### src/rtl/regfile_wr_ctrl.sv
// -----------------------------------------------------------------------------
// regfile_wr_ctrl
//
// Write-port controller for an array of DEPTH x WIDTH dff_en storage cells.
// Each storage row clocks through NAND(clk, wr_en[row]). The row therefore
// captures on the falling edge of clk that ends a clk-high phase during which
// its wr_en was held high.
//
// A request is accepted over valid/ready. The controller latches the address
// and data, and drives the data onto the shared bus D. It then raises exactly
// one wr_en bit for one negedge-to-negedge window.
//
// wr_en comes from a negedge register, so it only ever changes while clk is
// low. This keeps every gated row clock free of glitches.
//
// A write occupies IDLE (accept), ARM and HOLD, so a new request can be
// accepted every three cycles. With the optional VERIFY state it is every
// four cycles.
//
// Optional feature (macro WR_VERIFY_EN):
//   When defined, the controller adds a VERIFY state after HOLD. In VERIFY it
//   compares the word read back from the array (rd_q at rd_addr) with the
//   written data. On a mismatch it sets the sticky flag wr_err. Writes to an
//   out-of-range address skip the compare.
//
// Parameters:
//   WIDTH  data bits per word
//   DEPTH  number of storage rows (width of wr_en)
//   AW     address width, 2**AW >= DEPTH
//
// Ports:
//   clk        clock; the FSM and D update on posedge, wr_en on negedge
//   rst_n      asynchronous active-low reset
//   req_valid  write request present
//   req_ready  request can be accepted this cycle (IDLE and out of reset)
//   req_addr   target row
//   req_data   write data
//   D          shared data bus to all rows
//   wr_en      one-hot row write enable (all zero for out-of-range rows)
//   busy       write in progress (state != IDLE)
//   rd_addr    latched write address for read-back   (WR_VERIFY_EN only)
//   rd_q       read-back word from the array mux     (WR_VERIFY_EN only)
//   wr_err     sticky verify-mismatch flag           (WR_VERIFY_EN only)
// -----------------------------------------------------------------------------
module regfile_wr_ctrl #(
  parameter int WIDTH = 8,
  parameter int DEPTH = 8,
  parameter int AW    = 3
) (
  input  logic             clk,
  input  logic             rst_n,
  input  logic             req_valid,
  output logic             req_ready,
  input  logic [AW-1:0]    req_addr,
  input  logic [WIDTH-1:0] req_data,
  output logic [WIDTH-1:0] D,
  output logic [DEPTH-1:0] wr_en,
  output logic             busy
`ifdef WR_VERIFY_EN
  ,
  output logic [AW-1:0]    rd_addr,
  input  logic [WIDTH-1:0] rd_q,
  output logic             wr_err
`endif
);

  typedef enum logic [1:0] {
    S_IDLE   = 2'd0,
    S_ARM    = 2'd1,
    S_HOLD   = 2'd2
`ifdef WR_VERIFY_EN
    ,
    S_VERIFY = 2'd3
`endif
  } state_t;

  // DEPTH widened to AW+1 bits, so the range check is a same-width compare
  // even when DEPTH == 2**AW.
  localparam logic [AW:0] DEPTH_C = (AW+1)'(DEPTH);

  state_t           r_state;
  state_t           w_state_nxt;
  logic             r_live;
  logic [AW-1:0]    r_addr;
  logic [WIDTH-1:0] r_data;
  logic [DEPTH-1:0] r_wr_en;
  logic [DEPTH-1:0] w_row_sel;
  logic             w_in_range;
  logic             w_accept;
  logic             w_ready;
  logic             w_busy;

  // r_live holds req_ready low during reset and releases it at the first
  // posedge after rst_n deasserts.
  always_ff @(posedge clk or negedge rst_n) begin
    if (!rst_n) begin
      r_live <= 1'b0;
    end else begin
      r_live <= 1'b1;
    end
  end

  always_comb begin
    w_state_nxt = r_state;
    w_ready     = 1'b0;
    w_busy      = 1'b1;
    case (r_state)
      S_IDLE: begin
        w_ready = r_live;
        w_busy  = 1'b0;
        if (req_valid && r_live) begin
          w_state_nxt = S_ARM;
        end
      end
      S_ARM: begin
        w_state_nxt = S_HOLD;
      end
      S_HOLD: begin
`ifdef WR_VERIFY_EN
        w_state_nxt = S_VERIFY;
`else
        w_state_nxt = S_IDLE;
`endif
      end
`ifdef WR_VERIFY_EN
      S_VERIFY: begin
        w_state_nxt = S_IDLE;
      end
`endif
      default: begin
        w_state_nxt = S_IDLE;
        w_busy      = 1'b0;
      end
    endcase
  end

  assign w_accept  = req_valid && w_ready;
  assign req_ready = w_ready;
  assign busy      = w_busy;

  // ---- posedge stage: FSM state, address/data latch, D bus ----
  always_ff @(posedge clk or negedge rst_n) begin
    if (!rst_n) begin
      r_state <= S_IDLE;
    end else begin
      r_state <= w_state_nxt;
    end
  end

  // D must read 0 during reset, and the read-back address must be 0, so both
  // latches are cleared. Otherwise they only load on accept. This holds D
  // steady until the posedge after the capture negedge.
  always_ff @(posedge clk or negedge rst_n) begin
    if (!rst_n) begin
      r_addr <= '0;
      r_data <= '0;
    end else if (w_accept) begin
      r_addr <= req_addr;
      r_data <= req_data;
    end
  end

  assign D = r_data;

  // Row decode. Addresses >= DEPTH match no row, and they are also masked
  // explicitly by w_in_range.
  always_comb begin
    w_row_sel = '0;
    for (int i = 0; i < DEPTH; i++) begin
      if (r_addr == AW'(i)) begin
        w_row_sel[i] = 1'b1;
      end
    end
  end

  assign w_in_range = ({1'b0, r_addr} < DEPTH_C);

  // ---- negedge stage: row write enable ----
  // The ARM-cycle negedge raises the row's enable. The HOLD-cycle negedge
  // drops it, and that same falling edge is the row's capture edge. Because
  // the register is clocked by the falling edge, wr_en never moves while clk
  // is high.
  always_ff @(negedge clk or negedge rst_n) begin
    if (!rst_n) begin
      r_wr_en <= '0;
    end else if (r_state == S_ARM && w_in_range) begin
      r_wr_en <= w_row_sel;
    end else begin
      r_wr_en <= '0;
    end
  end

  assign wr_en = r_wr_en;

`ifdef WR_VERIFY_EN
  logic r_wr_err;

  // ---- verify stage: read-back compare, sticky until reset ----
  always_ff @(posedge clk or negedge rst_n) begin
    if (!rst_n) begin
      r_wr_err <= 1'b0;
    end else if (r_state == S_VERIFY && w_in_range && (rd_q != r_data)) begin
      r_wr_err <= 1'b1;
    end
  end

  assign rd_addr = r_addr;
  assign wr_err  = r_wr_err;
`endif

endmodule

### config.mk
export PLATFORM = sky130hd
export DESIGN_NAME = regfile_wr_ctrl
export DESIGN_NICKNAME = d
export VERILOG_FILES = /design/src/rtl/regfile_wr_ctrl.sv
export SDC_FILE = /design/constraint.sdc
export NUM_CORES = 1
export LEC_CHECK = 0
export ABC_CLOCK_PERIOD_IN_PS = 1800
export BUFFER_PORTS_ARGS = -buffer_cell sky130_fd_sc_hd__buf_2
export CAP_MARGIN = 10
export CELL_PAD_IN_SITES_DETAIL_PLACEMENT = 0
export CELL_PAD_IN_SITES_GLOBAL_PLACEMENT = 1
export CORE_AREA = 5 5 64 66
export DETAILED_ROUTE_END_ITERATION = 12
export DIE_AREA = 0 0 69 71
export PLACE_DENSITY_LB_ADDON = 0.1
export SLEW_MARGIN = 0
export SYNTH_ARGS = -nofsm -noshare
export SYNTH_HDL_FRONTEND = slang
export SYNTH_SLANG_ARGS = --single-unit
### constraint.sdc
create_clock -name clk -period 1.8 [get_ports clk]
set_clock_uncertainty 0.15 [all_clocks]
set_input_delay 0 -clock clk [delete_from_list [all_inputs] [get_ports clk]]
set_output_delay 0 -clock clk [all_outputs]
set_load 0.02 [all_outputs]
-- Word level (Yosys, flattened, before mapping)
Index checks and enable logic that the tools add are counted.
- equal/unequal tests: 10
- multiplexer cells: 13
- reductions and logical operators: 5
- operators with widths (cell ; number):
    equality test 3 bit, second input constant ; 4
    two-way mux 1 bit ; 10
    two-way mux 8 bit ; 1
    equality test 3 x 2 -> 1 bit, second input constant ; 2
    one-hot mux 2 bit (2 select lines) ; 1
    equality test 3 x 1 -> 1 bit, second input constant ; 1
    zero test 3 bit ; 1
    equality test 2 x 1 -> 1 bit, second input constant ; 1
    equality test 2 bit, second input constant ; 1
    logical AND 1 bit ; 2
    zero test 2 bit ; 1
    two-way mux 2 bit ; 1
    != test 2 bit, second input constant ; 1
    OR reduction 2 bit ; 1
- register bits: 22
- bits of input ports: 14
- logic and storage cells: 33

-- Longest topological paths before layout
- depth after elaboration: 3
- depth in mapped cells: 5
- mapped depth without buffers: 4

==> flow_metrics.tcl <==
set metrics [dict create \
    status "complete, but fails checks" \
    violations "setup timing" \
    cts_buffers 3 \
    ys_warn_count 0 \
    dr.pass1.iters 2 \
    ioPinCount 32 \
    regArea_um2 550.5 \
    hp-class "input pin to register" \
    crit_type "register to register" \
    slowest_delay_ps 430 \
    hold_viol 0 \
    yosysSeqAreaShare_pct 65.48 \
    cap_viol_max_count 0 \
    yosys-top-cells-count "dfrtp_1, mux2_2, dfrtn_1" \
    critPathLaunchType "register" \
    antenna_found_initial 0 \
    areaGrowthSynthToFinish_pct 59.52 \
    synthTopCellsByArea "dfrtp_1, dfrtn_1, mux2_2" \
    cp_slowest_cell "dfrtp_1" \
    rsz0062_at_grt "yes" \
    wire_per_inst_um 10.52 \
    power.leakage_nw 0.6388 \
    yosysTopAreaCellShare_pct 41.67 \
    cts_buffer_depth 2 \
    syn_area_um2 840.8 \
    drtIter0Drc 10 \
    vias_per_cell 3.879 \
    p_per_area_nw_per_um2 1459 \
    setup_viol 16 \
    crit_path_end_kind "register" \
    grt_pass1_vias 637 \
    wl_um 1651 \
    vias 609 \
    required_ps 900 \
    utilization_pct 38.07 \
    ant_nets 0 \
    syn-num-nets 75 \
    hold_ws_ps 35.37 \
    async_reset_ff_share_pct 100.0 \
    cts.clk_slew.worst_paths_ps 120 \
    place_ws_ps -118.6 \
    fin_ws_ps -151.8 \
    final_cell_count_no_fill 157 \
    initial_core_util_pct 23.86 \
    drive_gt1_share_pct 56.88 \
    cts_htree_levels 1 \
    die_width_um 69 \
    synth-edff-count 0 \
    clock_latency_ps 300 \
    syn_inst 58 \
    dp.cells 140 \
    overflow 0 \
    grt_max_degree 13 \
    core.rowCount 22 \
    cts_tree "done" \
    finalMaxSlewViolations 0 \
    die-area_um2 4899 \
    synth.avg_cell_area_um2 14.50 \
    clock-sinks 22 \
    cp.arrival_ps 1050 \
    cts_root_buf "clkbuf_4" \
    grt_use_total_pct 7.369 \
    synth_top_area_cell "dfrtp_1" \
    diodes 0 \
    tns_ps -1653 \
    fillerInstances 386 \
    synth_cell_types 14 \
    synth-main-ff-cell "dfrtp_1" \
    numPortBuffers 31 \
    crit_path_cell_trace "ha_4 > nand2b_4 > nor2_1" \
    post-dp-hpwl_um 1243 \
    grt_pass1_wl_um 2856 \
    core_um2 3523 \
    path_max_fanout 4 \
    gp_congestion 0.7374 \
    nets 127 \
    yosysMostFrequentCell "dfrtp_1" \
    multiInputGateArea_um2 331.6 \
    drc 0 \
    fp.dieH_um 71 \
    ys_ff_latch 22 \
    peakVddDrop_uv 626.6 \
]
-- layout make-up --
class                           count  area share, %
Tap cell                           48          4.478
Sequential cell                    22          41.04
Clock buffer                        4          1.959
Inverter                            2         0.5597
Timing Repair Buffer               48          27.24
Multi-Input combinational cell     33          24.72
-- registers in the layout (all words and copies together) (netlist names) --
name     cells
r_addr       3
r_state      2
wr_en        8
r_live       1
D            8
-- critical path, delay by kind of cell (launching register included) --
family | cells | cell delay [ps]
AND/OR/NAND/NOR | 2 | 140
adder cells (fa/ha/maj) | 1 | 190
flip-flops | 1 | 430
-- worst paths after layout --
kind / startpoint / to / slack, ps / cells past startpoint
max: r_state[0] / wr_en[3] / -150 / 3
min: req_valid / D[0] / 40 / 3
max reg2reg: r_state[0] / wr_en[3] / -150 / 3
min reg2reg: D[6] / D[6] / 370 / 1
max in group asynchronous: rst_n / wr_en[4] / 570 / 2
min in group asynchronous: rst_n / D[0] / 170 / 3
-- per-layer routing --
layer	wire, um	track usage [%]	share of wire (%)	vias to the layer above
met4	14	2.603	0.85	0
met2	858	13.03	52	20
li1	-	-	-	292
met5	0	0	0	-
met3	113	3.267	6.8	2
met1	664	7.780	40	295
-- layout by cell type (no fill, tap or decap), types with 2 or more instances in the layout --
| master | count |
|---|---|
| dlygate4sd3_1 | 13 |
| dfrtp_1 | 14 |
| clkbuf_4 | 3 |
| ha_4 | 2 |
| dfrtn_1 | 8 |
| buf_6 | 8 |
| nor2_1 | 3 |
| buf_4 | 4 |
| mux2_2 | 13 |
| buf_2 | 23 |
| nor2_2 | 3 |
| nand2b_1 | 2 |
-- cells by family (layout without fill, tap and decap cells) --
family	after synthesis	after routing	synth area share, %
flip-flops	22	22	65.48
AND/OR/NAND/NOR	15	15	9.078
multiplexers	13	13	17.41
adder cells (fa/ha/maj)	3	3	4.465
buffers and inverters	3	54	2.232
other	1	1	0.4460
AO/OA/AOI/OAI	1	1	0.8932
-- what timing repair did --
item / in CTS / in global routing
endpoints found under the hold margin: 25 / 0
gates resized for setup: 20 / 5
pin swaps: 1 / 3
setup endpoints to repair: 16 / 29
hold buffers: 13 / 0
setup buffers: 0 / 0
-- through the flow --
stage / area [um2] / total power, mW
after CTS: 1319 / 1.958
final: 1341 / 1.957
after detailed placement: 1097 / 1.629
after floorplan: 863.3 / 1.352
after global routing: 1341 / 2.107
after global placement: 1097 / 1.626
-- power breakdown --
group	total, mW	internal, mW	switching (mW)	leakage (nW)
combinational	0.934	0.468	0.466	0.346
clock	0.224	0.0862	0.137	0.0150
sequential	0.800	0.678	0.122	0.278
total	1.96	1.23	0.725	0.639
(Power assumes the default switching activity.)
